File: src/rtl/bounce_stats.sv
// Saturating period counter and sticky error capture; clr yields to same-cycle events.
module bounce_stats #(
  parameter int WIDTH = 4,
  parameter int PER_W = 8
) (
  input  logic             clk,
  input  logic             rst_n,
  input  logic             inc,
  input  logic             mis,
  input  logic [WIDTH-1:0] sample,
  input  logic             clr,
  output logic             err,
  output logic [WIDTH-1:0] err_val,
  output logic [PER_W-1:0] periods
);
  localparam logic [PER_W-1:0] PER_ONE = PER_W'(1);
  localparam logic [PER_W-1:0] PER_MAX = '1;

  always_ff @(posedge clk or negedge rst_n) begin
    if (!rst_n) begin
      err     <= 1'b0;
      err_val <= '0;
      periods <= '0;
    end else begin
      // A clear in the same cycle as a mismatch still records the new offender.
      if (mis) begin
        err <= 1'b1;
        if (!err || clr) err_val <= sample;
      end else if (clr) begin
        err     <= 1'b0;
        err_val <= '0;
      end

      if (clr) periods <= inc ? PER_ONE : '0;
      else if (inc && periods != PER_MAX) periods <= periods + PER_ONE;
    end
  end
endmodule

File: config.mk
export PLATFORM = sky130hd
export DESIGN_NAME = bounce_stats
export DESIGN_NICKNAME = d
export VERILOG_FILES = /design/src/rtl/bounce_stats.sv
export SDC_FILE = /design/constraint.sdc
export NUM_CORES = 1
export LEC_CHECK = 0
export CORE_MARGIN = 2
export CORE_UTILIZATION = 30
export CTS_CLUSTER_SIZE = 20
export DETAILED_ROUTE_END_ITERATION = 10
export DONT_BUFFER_PORTS = 1
export PLACE_DENSITY = 0.54
export SYNTH_ARGS = -nofsm -noshare
export SYNTH_HDL_FRONTEND = slang
export SYNTH_SLANG_ARGS = --single-unit
File: constraint.sdc
create_clock -name clk -period 1.85 [get_ports clk]
set_input_delay 0.185 -clock clk [delete_from_list [all_inputs] [get_ports clk]]
set_output_delay 0.185 -clock clk [all_outputs]
set_load 0.005 [all_outputs]
* After elaboration in Yosys (flattened, before gate mapping)
Cells that the tools add are included.
** Operators by class
- $add $sub $neg :: 1
- Eq/ne operators :: 2
- Mux-type cells :: 8
- Reduce and logical (&&, ||, !) cells :: 6
** Operator list (number)
- $mux 8 :: 2
- $mux 4 :: 3
- $add 8x1->8 const B :: 1
- $ne 8x8->1 const B :: 1
- $reduce_bool 2->1 :: 2
- $mux 1 :: 3
- $ne 2x1->1 const B :: 1
- $reduce_and 2->1 :: 1
- $logic_and 1x1->1 :: 1
- $logic_not 1->1 :: 1
- $logic_or 1x1->1 :: 1
** Storage, ports and cells
- Output and inout port bits :: 13
- Logic and storage cells :: 20
- Flip-flop bits (word level) :: 13
- Bits of input ports :: 9

* Logic depth before layout (Yosys ltp)
- Depth after elaboration :: 4
- Gate-level depth with buffers :: 4

* Worst setup path before layout
No wires, ideal clock.
- Path type :: register to register
- Start point :: reg periods[0]
- End point :: reg periods[5]
- Data required time :: 1.725 ns
- Stages on the path, launching flop included :: 5
- Arrival :: 1.415 ns
- Setup slack :: 0.310 ns
- Buffers on the path :: 0
- Cells stage by stage :: dfrtp_1 ha_1 and4_4 a211oi_2 mux2_4
** On the way
- Word-level cells in the longest chain between the ends :: 3
- Elaborated cells on any way between the ends :: 6
** Ends and longest elaborated chain
- from (decl) :: RTL line 14 : output logic [PER_W-1:0] periods
- from (signal assigned) :: RTL line 34 : if (clr) periods <= inc ? PER_ONE : '0;
- from (signal assigned) :: RTL line 35 : else if (inc && periods != PER_MAX) periods <= periods + PER_ONE;
- $add 8x1->8 or $ne 8x8->1 (tied branches) :: RTL line 35
- $mux 8 or $logic_and 1x1->1 (tied branches) :: RTL line 35
- $mux 8 or $reduce_bool 2->1 (tied branches)
Parallel ways exist; a longest one is shown, timed or not. The select of a mux whose other input is x is not followed.
A chain may end at the register's enable or synchronous reset.

* Worst setup path in the final report
Same ends and word-level chain as after synthesis.

==> flow_metrics.tcl <==
set metrics [dict create \
    synth_xor_area_share_pct 0 \
    switching_share_pct 24.8 \
    grt-ovfl-total 0 \
    synth_compound_area_share_pct 20.3 \
    pwr-share-comb_pct 8.5 \
    nNetsFinal 77 \
    finalSetupViolations 0 \
    synth-simple-area-share_pct 19.8 \
    syn-cell-area_um2 658 \
    synth_area_leaders "dfrtp_1 (49%), a22o_1 (5.3%), a21oi_1 (3.0%), a31oi_1 (2.9%), nand2_1 (2.9%)" \
    dieWidth_um 50.8 \
    row_count 16 \
    start_util_pct 32.5 \
    ys_seq_area_share_pct 49.4 \
    cts_buffers 3 \
    skew_ns 0.00579 \
    p_per_area_nw_per_um2 746 \
    hold_ws_ns 0.0195 \
    cts_tree "done" \
    period_share_pct 89.5 \
    grt_max_degree 14 \
    cts_sinks 13 \
    gp_congestion 0.855 \
    hold_viol 0 \
    clk_latency_ns 0.27 \
    final_area_um2 722 \
    wl_per_cell_um 15.4 \
    core-area_um2 2020 \
    syn_nets 72 \
    drt_iter0_drc 13 \
    postPlaceCellArea_um2 676 \
    synth_top_family_by_area "compound AO/OA/AOI/OAI gates" \
    crit_arrival_ns 1.82 \
    synth_edf_count 0 \
    grt_pass1_wl_mm 2.66 \
    die_h_um 50.8 \
    drt_first_pass_iters 5 \
    grt_setup_unrepaired "false" \
    power_switching_uw 134 \
    synth_fa_ha_area_share_pct 1.90 \
    drc_errors 0 \
    vias 527 \
    root_buffer "clkbuf_4" \
    cts_max_level 1 \
    maxCapViolations 0 \
    hold_end "err" \
    insertedDiodeCount 0 \
    drive_gt1_share_pct 12.1 \
    area_delta_synth_final_pct 9.70 \
    intPower_uw 405 \
    grt_pass1_vias 547 \
    tns_ns 0 \
    fmax_mhz 604 \
    muxShareOfSynthArea_pct 3.80 \
    synth_top_area_share_pct 49.4 \
    p_leak_nw 0.306 \
    postRouteAntennaNets 0 \
    yosys_register_bits 13 \
    yosysWarnings 0 \
    via_per_inst 5.67 \
    tightestPinTransition_ns 0.598 \
    cp.required_ns 2.02 \
    reg2reg_depth 4 \
    hold_path.class "input pin to flop" \
    final_core_util_pct 35.7 \
    wl_mm 1.44 \
    path_clk_slew_ns 0.08 \
    dp_hpwl_mm 1.02 \
    crit_path_start_kind "flop" \
    ys_types 30 \
    antenna_found_initial 0 \
    clkPwrFrac_pct 32.4 \
    r2r-start "periods[0]" \
    avgSynthCellArea_um2 10.6 \
    slew_headroom_pct 60.0 \
    die_area_um2 2580 \
    cts_resized 0 \
    ys.flop_type "dfrtp_1" \
    min_period_ns 1.66 \
    hold_path_depth 1 \
    seq_power_share_pct 59.1 \
    min_from "mis" \
    maxSlewViolCount 0 \
    status "completed" \
    async_reset_ff_share_pct 100 \
    worstReg2RegEnd "periods[5]" \
    synth_cells 62 \
    fillers 201 \
    synth.largest_area_cell "dfrtp_1" \
    crit_type "flop to flop" \
    end_kind "flop" \
    grtUsageTotal_pct 14.0 \
    clockBufferDepth 2 \
    ioPinCount 22 \
    numPortBuffers 0 \
    cts_setup_buffers 0 \
    path_max_fanout 6 \
    max-vdd-ir-drop_mv 0.391 \
    rrSetupSlack_ns 0.19 \
    holdBufCountCts 2 \
]
sequential cells by signal (all words and copies together), names as in the netlist:
signal,flops
err,1
err_val,4
periods,8
logic make-up after synthesis:
kind of cell	Yosys count
fa+ha+maj	1
simple gates	22
compound gates	18
flops	13
buf+inv	6
mux	2
layer usage:
layer	up-vias	global-route usage, %	routed length (um)
li1	245	-	-
met1	256	17.1	612
met2	24	21.3	666
met3	2	6.73	144
met4	0	5.41	13
met5	-	0	0
cells in the final DEF, fill, tap and decap left out:
| cell type | synthesis | routed |
|---|---|---|
| and3_1 | 1 | 1 |
| nand4_1 | 2 | 2 |
| clkbuf_4 | 0 | 3 |
| and4_2 | 1 | 1 |
| nor2_1 | 1 | 1 |
| a22o_1 | 4 | 4 |
| nor3_1 | 3 | 3 |
| mux2_4 | 1 | 1 |
| clkbuf_1 | 0 | 1 |
| a21boi_0 | 1 | 1 |
| a31oi_1 | 3 | 3 |
| dfrtp_1 | 13 | 13 |
| dlygate4sd3_1 | 0 | 2 |
| and4_4 | 1 | 1 |
| a211oi_1 | 1 | 1 |
| nand2b_1 | 2 | 2 |
| nand2_1 | 5 | 5 |
| o221ai_1 | 1 | 1 |
| nor4b_1 | 1 | 1 |
| a211o_2 | 1 | 1 |
| nor2b_1 | 1 | 1 |
| mux2i_1 | 1 | 1 |
| a211oi_2 | 1 | 1 |
| nand3_1 | 2 | 2 |
| inv_1 | 4 | 4 |
| o21ai_0 | 1 | 1 |
| a311oi_1 | 1 | 1 |
| and2_1 | 1 | 1 |
| ha_1 | 1 | 1 |
| a21oi_1 | 4 | 4 |
| and4_1 | 1 | 1 |
per-stage QoR:
stage                     setup slack (ns)  power [mW]  cells
after floorplan                      0.310       0.354     62
after global placement               0.254       0.360     87
after detailed placement             0.224       0.360     87
after CTS                            0.202       0.551     93
after global routing                0.0966       0.575     93
final                                0.193       0.539     93
worst max-delay path: stages, from the launching register on:
cell      delay [ns]
dfrtp_1         0.45
ha_1            0.29
and4_4          0.24
a211oi_2        0.25
mux2_4          0.32
power by group through the flow:
stage | Combinational (mW) | Sequential [mW] | Clock (mW)
floorplan | 0.0337 | 0.320 | 0
global placement | 0.0353 | 0.324 | 0
detailed placement | 0.0359 | 0.324 | 0
CTS | 0.0467 | 0.319 | 0.186
global route | 0.0542 | 0.321 | 0.200
finish | 0.0458 | 0.318 | 0.174
Yosys cell counts (all sizes together) (2+ instances only):
| cell type | count |
|---|---|
| a31oi | 3 |
| a21oi | 4 |
| nand4 | 2 |
| and4 | 3 |
| buf | 2 |
| nor3 | 3 |
| nand2b | 2 |
| a211oi | 2 |
| inv | 4 |
| nand2 | 5 |
| a22o | 4 |
| nand3 | 2 |
| dfrtp | 13 |
how the worst max path moves through the flow:
stage / from / endpoint / depth (start not counted)
finish: periods[0] / periods[5] / 4
global route: periods[0] / periods[5] / 4
CTS: periods[0] / periods[5] / 4
detailed placement: periods[0] / periods[5] / 4
global placement: periods[0] / periods[5] / 4
floorplan: periods[0] / periods[5] / 4
cell type report:
cell class	instances	area (um2)	area share (%)
flip-flops and latches	13	325	45.1
multi-input cells	43	302	41.8
clock buffers	4	26.3	3.64
repair buffers	2	20.0	2.77
inverters	4	15.0	2.08
well taps	27	33.8	4.68
No activity file was read; power rests on OpenSTA's default activity.
